## src/rtl/pc_next_unit_if.sv

```systemverilog
// Bus between the control/immediate stages and the program-counter stage.
// The control side is the master; the PC unit is the slave.
interface pc_next_unit_if #(
    parameter int WIDTH = 32
);
    logic             pc_write;
    logic             pc_write_cond;
    logic             branch_ne;
    logic             zero;
    logic [1:0]       pc_src;
    logic             bt_write;
    logic [WIDTH-1:0] disp_in;
    logic [25:0]      jump_idx;
    logic [WIDTH-1:0] reg_target;
    logic [WIDTH-1:0] pc;
    logic [WIDTH-1:0] pc_plus4;
    logic [WIDTH-1:0] branch_target;
    logic             pc_updated;
    logic             addr_err;

    modport master (
        output pc_write, pc_write_cond, branch_ne, zero, pc_src,
               bt_write, disp_in, jump_idx, reg_target,
        input  pc, pc_plus4, branch_target, pc_updated, addr_err
    );

    modport slave (
        input  pc_write, pc_write_cond, branch_ne, zero, pc_src,
               bt_write, disp_in, jump_idx, reg_target,
        output pc, pc_plus4, branch_target, pc_updated, addr_err
    );
endinterface

```

## src/rtl/pc_next_unit.sv

```systemverilog
// Program-counter stage of the multi-cycle MIPS datapath: holds the PC, latches
// the branch target and commits the next PC under control-unit enables.
module pc_next_unit #(
    parameter logic [31:0] RESET_PC = 32'h0000_0000,
    parameter int          WIDTH    = 32
) (
    input  logic           i_clk,
    input  logic           i_rst,
    pc_next_unit_if.slave  bus
);
    logic [WIDTH-1:0] r_pc;
    logic [WIDTH-1:0] r_branch_target;
    logic             r_pc_updated;
    logic             r_addr_err;

    logic [WIDTH-1:0] w_pc_plus4;
    logic [WIDTH-1:0] w_jump_target;
    logic [WIDTH-1:0] w_bt_sum;
    logic [WIDTH-1:0] w_pc_next;
    logic             w_commit;
    logic             w_jr_misaligned;

    assign w_pc_plus4    = r_pc + 32'd4;
    assign w_jump_target = {r_pc[31:28], bus.jump_idx, 2'b00};
    assign w_bt_sum      = r_pc + bus.disp_in;

    assign w_commit = bus.pc_write |
                      (bus.pc_write_cond & (bus.zero ^ bus.branch_ne));

    // A jr to a non-word-aligned address is refused rather than committed.
    assign w_jr_misaligned = w_commit && (bus.pc_src == 2'b11) &&
                             (bus.reg_target[1:0] != 2'b00);

    always_comb begin
        w_pc_next = w_pc_plus4;
        case (bus.pc_src)
            2'b00:   w_pc_next = w_pc_plus4;
            2'b01:   w_pc_next = r_branch_target;
            2'b10:   w_pc_next = w_jump_target;
            default: w_pc_next = bus.reg_target;
        endcase
    end

    always_ff @(posedge i_clk or posedge i_rst) begin
        if (i_rst) begin
            r_pc            <= RESET_PC;
            r_branch_target <= '0;
            r_pc_updated    <= 1'b0;
            r_addr_err      <= 1'b0;
        end else begin
            // Branch target sums against the pre-commit PC on the same edge.
            if (bus.bt_write) begin
                r_branch_target <= w_bt_sum;
            end
            if (w_commit && !w_jr_misaligned) begin
                r_pc <= w_pc_next;
            end
            if (w_jr_misaligned) begin
                r_addr_err <= 1'b1;
            end
            r_pc_updated <= w_commit && !w_jr_misaligned;
        end
    end

    assign bus.pc            = r_pc;
    assign bus.pc_plus4      = w_pc_plus4;
    assign bus.branch_target = r_branch_target;
    assign bus.pc_updated    = r_pc_updated;
    assign bus.addr_err      = r_addr_err;
endmodule
```

## src/flat_wrapper.sv

```systemverilog
// flat-port wrapper written by rule: the top's interface ports become plain ports
module pc_next_unit_flat 
#(
    parameter logic [31:0] RESET_PC = 32'h0000_0000,
    parameter int          WIDTH    = 32
)
  (i_clk, i_rst, bus_pc_write, bus_pc_write_cond, bus_branch_ne, bus_zero, bus_pc_src, bus_bt_write, bus_disp_in, bus_jump_idx, bus_reg_target, bus_pc, bus_pc_plus4, bus_branch_target, bus_pc_updated, bus_addr_err);
  pc_next_unit_if #(.WIDTH(WIDTH)) bus_i ();
  input  logic i_clk;
  input  logic i_rst;
  input wire logic [$bits(bus_i.pc_write)-1:0] bus_pc_write;
  input wire logic [$bits(bus_i.pc_write_cond)-1:0] bus_pc_write_cond;
  input wire logic [$bits(bus_i.branch_ne)-1:0] bus_branch_ne;
  input wire logic [$bits(bus_i.zero)-1:0] bus_zero;
  input wire logic [$bits(bus_i.pc_src)-1:0] bus_pc_src;
  input wire logic [$bits(bus_i.bt_write)-1:0] bus_bt_write;
  input wire logic [$bits(bus_i.disp_in)-1:0] bus_disp_in;
  input wire logic [$bits(bus_i.jump_idx)-1:0] bus_jump_idx;
  input wire logic [$bits(bus_i.reg_target)-1:0] bus_reg_target;
  output wire logic [$bits(bus_i.pc)-1:0] bus_pc;
  output wire logic [$bits(bus_i.pc_plus4)-1:0] bus_pc_plus4;
  output wire logic [$bits(bus_i.branch_target)-1:0] bus_branch_target;
  output wire logic [$bits(bus_i.pc_updated)-1:0] bus_pc_updated;
  output wire logic [$bits(bus_i.addr_err)-1:0] bus_addr_err;
  assign bus_i.pc_write = bus_pc_write;
  assign bus_i.pc_write_cond = bus_pc_write_cond;
  assign bus_i.branch_ne = bus_branch_ne;
  assign bus_i.zero = bus_zero;
  assign bus_i.pc_src = bus_pc_src;
  assign bus_i.bt_write = bus_bt_write;
  assign bus_i.disp_in = bus_disp_in;
  assign bus_i.jump_idx = bus_jump_idx;
  assign bus_i.reg_target = bus_reg_target;
  assign bus_pc = bus_i.pc;
  assign bus_pc_plus4 = bus_i.pc_plus4;
  assign bus_branch_target = bus_i.branch_target;
  assign bus_pc_updated = bus_i.pc_updated;
  assign bus_addr_err = bus_i.addr_err;
  pc_next_unit #(.RESET_PC(RESET_PC), .WIDTH(WIDTH)) u_core (.i_clk(i_clk), .i_rst(i_rst), .bus(bus_i));
endmodule
```

## config.mk

```make
export PLATFORM = sky130hd
export DESIGN_NAME = pc_next_unit_flat
export DESIGN_NICKNAME = d
export VERILOG_FILES = /design/src/rtl/pc_next_unit_if.sv /design/src/rtl/pc_next_unit.sv /design/src/flat_wrapper.sv
export SDC_FILE = /design/constraint.sdc
export NUM_CORES = 1
export LEC_CHECK = 0
export ABC_AREA = 1
export BUFFER_PORTS_ARGS = -buffer_cell sky130_fd_sc_hd__buf_2
export CAP_MARGIN = 40
export CORE_UTILIZATION = 48
export DETAILED_ROUTE_END_ITERATION = 6
export PLACE_DENSITY_LB_ADDON = 0.25
export SLEW_MARGIN = 0
export SYNTH_ARGS = -nofsm -noshare
export SYNTH_HDL_FRONTEND = slang
export SYNTH_SLANG_ARGS = --single-unit
export TNS_END_PERCENT = 1
```

## constraint.sdc

```tcl
create_clock -name i_clk -period 1.93 [get_ports i_clk]
set_input_delay 0 -clock i_clk [delete_from_list [all_inputs] [get_ports i_clk]]
set_output_delay 0 -clock i_clk [all_outputs]
set_load 0.05 [all_outputs]
```

==> metrics.md, run 1 <==
| Metric | Value |
|---|---|
| Crit-path most repeated cell | `buf_4` |
| CTS tree | `done` |
| R2R Setup Slk | `-0.04 ns` |
| DP Cell Count | `between 1,500 and 2,000` |
| Crit path kind | `flip-flop to output port` |
| EDFF count, synth | `0` |
| Power Dens Cells | `1128 nW/um^2` |
| Critical path startpoint category | `flip-flop` |
| Async SR Flop Fraction | `100.0%` |
| Die Area | `around 14,000 sq um` |
| Tmin final | `2.009 ns` |
| Sequential-to-total area share from yosys stat | `25.25%` |
| Post-placement cell area | `8214 sq um` |
| Worst EP required | `1.93 ns` |
| Dpl ws | `-0.02266 ns` |
| HPWL after DPL | `19.59 mm` |
| P_leak | `0.005336 uW` |
| Fraction of layout cells with a size suffix above 1 | `30.50%` |
| Post-Route WL | `25.62 mm` |
| CP max stage cell | `dfrtp_1` |
| Clk sinks | `66` |
| Clk_skew | `between 0.01 and 0.015 ns` |
| Hold Startpoint | `bus_reg_target[26]` |
| Initial antenna violation count | `0` |
| Final Max Tran Viols | `0` |
| Final Cell Area | `9355 sq um` |
| CORE AREA | `around 13,000 sq um` |
| Clk Latency, worst-skew pair | `0.34 ns` |
| Mapped cell area | `6540 sq um` |
| RSZ-0062 raised after global routing | `yes` |
| Die height | `118.7 um` |
| Synthesized flop and latch total | `66` |
| Max frequency | `0.4979 GHz` |
| Most frequent cells in the layout | `nand2_1, buf_2, inv_1` |
| Cts bufs inserted | `9` |
| Hold_ws | `-0.0004525 ns` |
| Final setup viols | `12` |
| Vias per cell | `5.303` |
| Max cap viols | `0` |
| CP peak stage delay | `0.41 ns` |
| Worst-path clk slew | `~0.060 ns` |
| Global Route Usage Sum | `35.37%` |
| Worst Hold Class | `primary input to flip-flop` |
| Final #Nets | `1,527` |
| Global-route wire length before repair | `between 30 and 40 mm` |
| Antenna Cells | `0` |
| I/O Pins | `197` |
| Status | `finished, violations left` |
| Gr ovfl total | `0` |
| CP Max Fanout | `6` |
| # H-tree levels | `3` |
| Drt pass-1 iters | `5` |
| Die width | `118.7 um` |
| Worst Hold Path EP | `u_core.bus.pc[26]$_DFFE_PP0N_` |
| Failing checks | `negative hold slack, negative setup slack` |
| Arrival @ worst endpoint | `about 2.0 ns` |
| Setup crit end kind | `output port` |
| Worst hold path cell count | `5` |
| PortBufs | `196` |
| Fin worst setup slack | `-0.07856 ns` |
| Synth unique cells | `42` |
| Maximum clock path buffer count | `2` |
| Tcrit/Tclk final | `104.1%` |
| Largest net degree at the start of global routing | `34` |
| Avg Inst Size Synth | `5.876 sq um` |
| Synth Instances | `1,113` |
| Number of global-route vias before repair | `7,503` |
| Relative slew slack | `between 50% and 60%` |
| 1st-iter DRT viols | `between 800 and 900` |
| Row count | `42` |
| R2R Path End | `u_core.bus.branch_target[17]$_DFFE_PP0P_` |
| Post-DRT Antenna Nets | `0` |
| Maximum vdd drop | `roughly 0.54 mV` |
| Post-Layout Cell Count | `around 1,600` |
| CTS Root Cell | `clkbuf_16` |
| Tightest Pin Transition | `0.7311 ns` |
| Syn nets | `around 1,200` |
| GP Congestion | `a little under 1` |
| DR WL/cell | `16.25 um` |
| Top FF cell, synth | `dfrtp_1` |
| Final Hold Fails | `1` |
| DR vias | `8,357` |
| Commonest non-fill, non-tap cell in the layout | `nand2_1` |
| Area Overhead vs Synth | `43.05%` |
| Cell Chain, Critical Path | `buf_4 > nand2_2 > nor2_4 > nand2_4 > nor2_8 > nand4_1 > and2_1 > buf_4` |
| RR Startpoint | `u_core.bus.pc[6]$_DFFE_PP0N_` |
| # DRC | `0` |
| Cells on worst reg2reg path | `13` |
| Synth warnings | `0` |
| Initial Utilization | `49.39%` |
[report_power, final]
part	switching [uW]	internal, uW	leakage (uW)
Sequential	434	1770	0.000795
Clock	614	972	0.000143
Combinational	4660	2110	0.00440
[synthesized netlist by cell type, drive strengths merged (7+ instances only)]
master	number	share of area, %
nand3	77	6.0
nand2	467	27
nand4	15	1.4
clkbuf	13	0.75
xor2	9	1.3
o21ai	45	3.6
inv	163	9.4
dfrtp	66	25
buf	14	1.1
a21oi	34	2.6
a221oi	7	0.94
ha	32	6.1
xnor2	15	2.1
and2	10	0.96
nor2	114	7.6
[timing repair]
action,4_1_cts,5_1_grt
gates resized for setup,56,87
buffers inserted,18,7
pin swaps,13,22
hold buffers,13,0
setup endpoints to repair,31,48
endpoints found under the hold margin,40,0
[worst max path at each step]
stage | start | to | slack [ns] | cells after the start
floorplan | u_core.bus.pc[4]$_DFFE_PP0N_ | u_core.bus.pc[5]$_DFFE_PP0N_ | -0.23 | 4
global placement | u_core.bus.pc[0]$_DFFE_PP0P_ | u_core.bus.branch_target[20]$_DFFE_PP0P_ | -0.002 | 10
detailed placement | u_core.bus.pc[0]$_DFFE_PP0P_ | u_core.bus.branch_target[20]$_DFFE_PP0P_ | -0.02 | 10
CTS | u_core.bus.pc[2]$_DFFE_PP0N_ | bus_pc_plus4[30] | -0.07 | 11
global route | u_core.bus.pc[21]$_DFFE_PP0N_ | u_core.bus.branch_target[25]$_DFFE_PP0P_ | -0.15 | 10
finish | u_core.bus.pc[15]$_DFFE_PP0N_ | bus_pc_plus4[25] | -0.08 | 8
[cell type report]
class | count | area (sq um)
Tap cell | 176 | 220.2
Fill cell | 1131 | 3887
Inverter | 164 | 615.6
Clock inverter | 2 | 10.01
Clock buffer | 14 | 274.0
Sequential cell | 66 | 1659
Timing Repair Buffer | 298 | 1919
Multi-Input combinational cell | 856 | 4657
[stage by stage]
stage / util [%] / power [uW] / hold slack (ns) / setup TNS (ns)
global placement: 62.03 / 8133 / 0.1548 / -0.003816
finish: 70.64 / 10550 / -0.0004525 / -0.3898
CTS: 67.72 / 10070 / 0.001742 / -0.3559
detailed placement: 62.03 / 8183 / 0.1541 / -0.04474
floorplan: - / 6321 / 0.1540 / -3.439
global route: 70.64 / 11080 / 0.03447 / -3.019
[registers in the layout (all words and copies together), names as in the netlist]
name,cells
u_core.bus.branch_target,32
u_core.bus.addr_err,1
u_core.bus.pc_updated,1
u_core.bus.pc,32
[critical path: cells and delay by family (launching register included)]
kind	cells	cell delay, ns
flops	1	0.41
buf+inv	2	0.37
simple gates	6	0.91
[per-layer routing]
layer | track usage, % | share of wire (%) | up-vias
met2 | 54.02 | 44 | 502
li1 | - | - | 4026
met4 | 12.58 | 2.9 | 0
met5 | 0 | 0 | -
met1 | 48.33 | 42 | 3762
met3 | 8.736 | 11 | 67
[cells by family (layout without fill, tap and decap cells)]
family | count (synthesis) | in the layout | synth area share [%]
DFF | 66 | 66 | 25.25
xor gates and xnor gates | 24 | 24 | 3.444
buffers and inverters | 191 | 478 | 11.31
AOI/OAI and AO/OA | 103 | 103 | 9.069
adders and majority gates | 33 | 33 | 6.428
and+or+nand+nor | 696 | 696 | 44.50
No activity file was read; power rests on OpenSTA's default activity.
==> run 2: changes to the inputs <==
- CORE_UTILIZATION: 48 -> 53
- clock period: 1.93 -> 1.9 ns (I/O delays scaled with it)
==> run 2 against run 1 <==
The run still ends with negative hold slack, negative setup slack left. Sequential power is 4% higher. Routed wire length is 3.5% higher. Worst hold slack hardly changed.
==> metrics.md, run 2 (synthesis results as in run 1) <==
| Metric | Value |
|---|---|
| Power Dens Cells | `1170 nW/um^2 (was 1128 nW/um^2)` |
| Global-route wire length before repair | `39.12 mm (was 38.51 mm)` |
| DR WL/cell | `17.18 um (was 16.25 um)` |
| Tmin final | `2.040 ns` |
| Max cap viols | `0 (unchanged)` |
| Clk sinks | `66 (unchanged)` |
| CTS Root Cell | `clkbuf_16 (unchanged)` |
| Die height | `113.1 um (was 118.7 um)` |
| CORE AREA | `12,010 sq um (was 13,240 sq um)` |
| Critical path startpoint category | `flip-flop (unchanged)` |
| HPWL after DPL | `19.23 mm (was 19.59 mm)` |
| Largest net degree at the start of global routing | `67 (was 34)` |
| Filler cells | `927 (was 1,131)` |
| Commonest non-fill, non-tap cell in the layout | `nand2_1 (unchanged)` |
| Clk Latency, worst-skew pair | `0.34 ns (about the same)` |
| Post-Route WL | `26.51 mm (was 25.62 mm)` |
| Tcrit/Tclk final | `107.4%` |
| Arrival @ worst endpoint | `2.04 ns (was 2.01 ns)` |
| Initial antenna violation count | `4 (was 0)` |
| CP Max Fanout | `4 (was 6)` |
| Post-DRT Antenna Nets | `0 (unchanged)` |
| DR vias | `8,613 (was 8,357)` |
| Worst EP required | `1.90 ns (was 1.93 ns)` |
| Switching share of total power | `54.48% (was 54.05%)` |
| Relative slew slack | `52.59% (was 51.19%)` |
| Combinational share of power | `63.0% (was 64.1%)` |
| Initial Utilization | `54.45% (was 49.39%)` |
| P_leak | `0.005285 uW (was 0.005336 uW)` |
| Die width | `113.1 um (was 118.7 um)` |
| Maximum vdd drop | `0.6189 mV (was 0.5412 mV)` |
| Worst-path clk slew | `0.06 ns (about the same)` |
| # H-tree levels | `3 (unchanged)` |
| Final Max Tran Viols | `0 (unchanged)` |
| Reg power frac | `21.1% (was 20.9%)` |
| Clk_skew | `0.006741 ns (was 0.01077 ns)` |
| Cts bufs inserted | `9 (unchanged)` |
| PortBufs | `196 (unchanged)` |
| Final #Nets | `1,522 (was 1,527)` |
| 1st-iter DRT viols | `1,122 (was 899)` |
| CTS tree | `done (unchanged)` |
| Global Route Usage Sum | `40.02% (was 35.37%)` |
| Tightest Pin Transition | `0.7104 ns (was 0.7311 ns)` |
| Vias per cell | `5.582 (was 5.303)` |
| Final Hold Fails | `1 (unchanged)` |
| Max frequency | `0.4903 GHz` |
| GP Congestion | `1.025 (was 0.9778)` |
| Setup crit end kind | `output port (unchanged)` |
| Most frequent cells in the layout | `nand2_1, buf_2, inv_1 (unchanged)` |
| Maximum clock path buffer count | `2 (unchanged)` |
| Clock Power Share | `15.9% (was 15.0%)` |
| Row count | `40 (was 42)` |
| Final Power | `10,830 uW (was 10,550 uW)` |
| Int Pwr | `4930 uW (was 4850 uW)` |
| Gr ovfl total | `0 (unchanged)` |
| Worst Hold Class | `primary input to flip-flop (unchanged)` |
| Fin worst setup slack | `-0.1397 ns (was -0.07856 ns)` |
| Crit path kind | `flip-flop to output port (unchanged)` |
| RSZ-0062 raised after global routing | `yes (unchanged)` |
| Psw | `5900 uW (was 5705 uW)` |
| Drt pass-1 iters | `7 (was 5)` |
| Final setup viols | `20 (was 12)` |
| Fraction of layout cells with a size suffix above 1 | `29.53% (was 30.50%)` |
| I/O Pins | `197 (unchanged)` |
| Failing checks | `negative hold slack, negative setup slack (unchanged)` |
| Status | `finished, violations left (unchanged)` |
| Final TNS setup | `-1.320 ns (was -0.3898 ns)` |
| Area Overhead vs Synth | `41.59% (was 43.05%)` |
| Die Area | `12,790 sq um (was 14,100 sq um)` |
| # DRC | `0 (unchanged)` |
| Number of global-route vias before repair | `7,713 (was 7,503)` |
| Hold_ws | `-0.0008345 ns (was -0.0004525 ns)` |
## run 2: cell types whose count changed in the layout (fill, tap and decap cells not counted), sizes merged
| cell | delta |
|---|---|
| clkinv | +1 |
| clkinvlp | +2 |
| dlygate4sd3 | +5 |
| bufinv | +1 |
| diode | +1 |
| clkbuf | -6 |
| buf | -8 |
## run 2: power groups by stage
stage / registers (uW) / logic, uW / clock network [uW]
floorplan: 3560 / 2860 / 0
global placement: 2240 / 6080 / 0
detailed placement: 2250 / 6120 / 0
CTS: 2230 / 6440 / 1710
global route: 2310 / 7270 / 1780
finish: 2280 / 6830 / 1720
## run 2: what timing repair did
| item | in CTS | in global routing |
|---|---|---|
| gates resized for setup | 68 | 71 |
| buffers inserted | 7 | 7 |
| hold endpoints to repair | 79 | 0 |
| hold buffers | 18 | 0 |
| pin swaps | 5 | 12 |
| setup endpoints to repair | 34 | 50 |
## run 2: area by class of cell
cell class / count / area, sq um / share of cell area, %
Timing Repair Buffer: 293 / 1919 / 20.73
Clock inverter: 6 / 67.56 / 0.7296
Tap cell: 147 / 183.9 / 1.986
Multi-Input combinational cell: 856 / 4578 / 49.44
Inverter: 164 / 618.1 / 6.675
Clock buffer: 10 / 229.0 / 2.473
Sequential cell: 66 / 1662 / 17.94
Antenna cell: 1 / 2.502 / 0.02702
## run 2: metal layers
layer,vias to the layer above,track usage (%),wire length (um)
met4,6,15.09,968
met5,-,0,72
met3,110,6.427,3118
met2,606,61.64,11620
met1,3872,56.52,10730
li1,4019,-,-
## run 2: worst paths after layout
check / startpoint / end / slack, ns / cells after the start
worst min register to register: u_core.bus.addr_err$_DFFE_PP0P_ / u_core.bus.addr_err$_DFFE_PP0P_ / 0.49 / 1
worst max-delay path: u_core.bus.pc[9]$_DFFE_PP0N_ / bus_pc_plus4[30] / -0.14 / 11
min in group asynchronous: i_rst / u_core.bus.addr_err$_DFFE_PP0P_ / 0.27 / 4
max in group asynchronous: i_rst / u_core.bus.pc[9]$_DFFE_PP0N_ / 1.30 / 4
worst max register to register: u_core.bus.pc[9]$_DFFE_PP0N_ / u_core.bus.pc[12]$_DFFE_PP0N_ / -0.11 / 12
worst min-delay path: bus_jump_idx[19] / u_core.bus.pc[21]$_DFFE_PP0N_ / -0.0008 / 5
## run 2: stage by stage
| step | instances | cell area [sq um] | utilization (%) | hold slack, ns | setup WS, ns |
|---|---|---|---|---|---|
| after global placement | 1494 | 8185 | 68.15 | 0.1013 | -0.05537 |
| after floorplan | 1113 | 6641 | - | 0.1540 | -0.2584 |
| after detailed placement | 1494 | 8185 | 68.15 | 0.1042 | -0.1060 |
| final | 1543 | 9260 | 77.09 | -0.0008345 | -0.1397 |
| after CTS | 1535 | 8972 | 74.70 | 0.002231 | -0.1183 |
| after global routing | 1542 | 9258 | 77.07 | 0.03833 | -0.2106 |
## run 2: worst max-delay path, cell delays in order, from the launching register on
cell and delay [ns]:
dfrtp_2 0.44, buf_6 0.14, nand2_2 0.09, nor2_4 0.15
nand2_4 0.08, nor2_4 0.15, nand2_2 0.10, nor2_4 0.11
nand2_2 0.06, nand2_2 0.08, and2_4 0.14, buf_8 0.14
==> run 3: changes to the inputs <==
- CORE_UTILIZATION: 53 -> 45
- GPL_TIMING_DRIVEN: unset -> 0
- clock period: 1.9 -> 2 ns (I/O delays scaled with it)
==> run 3 against run 2 <==
The flow still finishes with violations (negative hold slack, negative setup slack). Combinational power shrank 12%. Global-route usage shrank 7.0 points. Non-clock buffer count shrank 32. Register-to-register slack gained 0.14 ns. Cell area shrank 1.1%. Flip-flop and latch count is the same. Sequential power grew 3%. Via count shrank 5.2%. Clock power grew 6%. Clock skew shrank 0.00076 ns. Critical path type unchanged.
==> metrics.md, run 3 (synthesis results as in run 1) <==
| Metric | Value |
|---|---|
| Final Power | `10,170 uW (was 10,830 uW)` |
| Status | `finished, violations left (unchanged)` |
| Crit path kind | `flip-flop to output port (unchanged)` |
| Arrival @ worst endpoint | `2.01 ns (was 2.04 ns)` |
| Max cap viols | `0 (unchanged)` |
| Maximum clock path buffer count | `2 (unchanged)` |
| Met2 WL post-DR | `11.89 mm (was 11.62 mm)` |
| RSZ-0062 raised after global routing | `yes (unchanged)` |
| Die width | `122.6 um (was 113.1 um)` |
| WL met3 | `1.973 mm (was 3.118 mm)` |
| 1st-iter DRT viols | `715 (was 1,122)` |
| Global Route Usage Sum | `33.02% (was 40.02%)` |
| Multi-input combinational cell area | `4740 sq um (was 4578 sq um)` |
| Final Max Tran Viols | `0 (unchanged)` |
| Final Hold Fails | `1 (unchanged)` |
| Cts bufs inserted | `9 (unchanged)` |
| DR vias | `8,167 (was 8,613)` |
| Hold_ws | `-0.0002067 ns (was -0.0008345 ns)` |
| Dpl ws | `-0.1773 ns (was -0.1060 ns)` |
| Filler cells | `1,298 (was 927)` |
| Final setup viols | `1 (was 20)` |
| DR WL/cell | `16.30 um (was 17.18 um)` |
| Global-route wire length before repair | `37.18 mm (was 39.12 mm)` |
| Drt pass-1 iters | `5 (was 7)` |
| Die Area | `15,020 sq um (was 12,790 sq um)` |
| Final #Nets | `1,490 (was 1,522)` |
| Post-layout util | `65.24% (was 77.09%)` |
| Tmin final | `2.012 ns` |
| Die height | `122.6 um (was 113.1 um)` |
| Setup crit end kind | `output port (unchanged)` |
| PortBufs | `193 (was 196)` |
| Post-Layout Cell Count | `1,544 (was 1,543)` |
| Most frequent cells in the layout | `nand2_1, buf_2, inv_1 (unchanged)` |
| Maximum vdd drop | `0.4614 mV (was 0.6189 mV)` |
| CP Max Fanout | `6 (was 4)` |
| Fin worst setup slack | `-0.01219 ns (was -0.1397 ns)` |
| DP Cell Count | `1,487 (was 1,494)` |
| Post-DRT Antenna Nets | `0 (unchanged)` |
| Post-placement cell area | `7863 sq um (was 8185 sq um)` |
| Tightest Pin Transition | `0.7350 ns (was 0.7104 ns)` |
| Max frequency | `0.4970 GHz` |
| HPWL after DPL | `18.99 mm (was 19.23 mm)` |
| Post-Route WL | `25.17 mm (was 26.51 mm)` |
| Clk sinks | `66 (unchanged)` |
| Initial Utilization | `46.57% (was 54.45%)` |
| Tcrit/Tclk final | `100.6%` |
| Worst-path clk slew | `0.06 ns (about the same)` |
| GP Congestion | `0.9164 (was 1.025)` |
| Initial antenna violation count | `1 (was 4)` |
| Vias per cell | `5.290 (was 5.582)` |
| Largest net degree at the start of global routing | `42 (was 67)` |
| Critical path startpoint category | `flip-flop (unchanged)` |
| Power Dens Cells | `1110 nW/um^2 (was 1170 nW/um^2)` |
| CTS tree | `done (unchanged)` |
| Number of global-route vias before repair | `7,350 (was 7,713)` |
| # DRC | `0 (unchanged)` |
| CORE AREA | `14,040 sq um (was 12,010 sq um)` |
| Fraction of layout cells with a size suffix above 1 | `28.83% (was 29.53%)` |
| Clk_skew | `0.005985 ns (was 0.006741 ns)` |
| WL met1 | `10.40 mm (was 10.73 mm)` |
| Commonest non-fill, non-tap cell in the layout | `nand2_1 (unchanged)` |
| Failing checks | `negative hold slack, negative setup slack (unchanged)` |
| Gr ovfl total | `0 (unchanged)` |
| Final Cell Area | `9161 sq um (was 9260 sq um)` |
| # H-tree levels | `3 (unchanged)` |
| P_leak | `0.005061 uW (was 0.005285 uW)` |
| Clk Latency, worst-skew pair | `0.34 ns (about the same)` |
| Relative slew slack | `51.00% (was 52.59%)` |
| CTS Root Cell | `clkbuf_16 (unchanged)` |
| Row count | `43 (was 40)` |
| Worst EP required | `2.00 ns (was 1.90 ns)` |
| I/O Pins | `197 (unchanged)` |
| Area Overhead vs Synth | `40.08% (was 41.59%)` |
| Register Area | `1682 sq um (was 1662 sq um)` |
| Worst Hold Class | `primary input to flip-flop (unchanged)` |
| Highest routed layer | `met4 (was met5)` |
run 3: cell types whose count changed in the layout (fill, tap and decap cells not counted), moves of 5 or more:
cell,change
buf_4,-47
buf_6,-19
dfrtp_1,-16
dfrtp_2,+16
ha_1,-16
buf_2,+14
clkbuf_1,+14
ha_4,+11
nor2_2,-8
nor2_1,+6
ha_2,+5
nand3_2,+5
run 3: worst paths after layout:
kind                                                     startpoint                                  endpoint  slack [ns]  depth (start not counted)
setup / recovery                      u_core.bus.pc[11]$_DFFE_PP0N_                          bus_pc_plus4[26]       -0.01                          7
min in group asynchronous                                     i_rst           u_core.bus.pc_updated$_DFF_PP0_        0.19                          3
setup reg to reg                       u_core.bus.pc[9]$_DFFE_PP0N_  u_core.bus.branch_target[21]$_DFFE_PP0P_        0.03                         11
hold / removal                                   bus_reg_target[28]             u_core.bus.pc[28]$_DFFE_PP0P_     -0.0002                          5
max in group asynchronous                                     i_rst             u_core.bus.pc[22]$_DFFE_PP0N_        1.25                          4
hold reg to reg            u_core.bus.branch_target[12]$_DFFE_PP0P_  u_core.bus.branch_target[12]$_DFFE_PP0P_        0.51                          2
run 3: what timing repair did:
item / 4_1_cts / 5_1_grt
setup endpoints to repair: 35 / 42
buffers inserted: 7 / 14
hold buffers: 19 / 0
gates resized for setup: 47 / 97
pin swaps: 5 / 14
gates cloned: 0 / 0
endpoints found under the hold margin: 61 / 0
run 3: per-layer routing:
layer / vias to the layer above / global-route usage (%)
li1: 3963 / -
met1: 3744 / 44.15
met2: 392 / 54.49
met3: 68 / 2.695
met4: 0 / 14.25
met5: - / 0
run 3: layout make-up:
cell class,count,share of cell area [%]
sequential,66,18.36
tap,180,2.458
clock inverter,5,1.120
multi-input combinational,856,51.73
clock buffer,11,2.540
buffer,27,1.352
timing repair buffer,234,15.67
antenna,1,0.02731
inverter,164,6.747
run 3: stage by stage:
stage,setup TNS (ns),hold WS (ns)
final,-0.01219,-0.0002067
after global routing,-1.319,0.02326
after CTS,-0.2923,0.0004348
after detailed placement,-1.377,0.0003609
after global placement,-42.33,0.2691
after floorplan,-1.536,0.1540
run 3: worst max-delay path: stages (launching register included):
cell	delay, ns
dfrtp_2	0.50
nand2_1	0.17
nor2_1	0.17
nand2_1	0.08
nor2_2	0.19
nand2_1	0.17
xor2_4	0.20
buf_6	0.18
run 3: report_power, final:
group          leakage [uW]  switching, uW  internal (uW)  total, uW
Clock              0.000160            605           1220       1820
Combinational       0.00413           4180           1820       6010
Sequential         0.000774            622           1720       2340
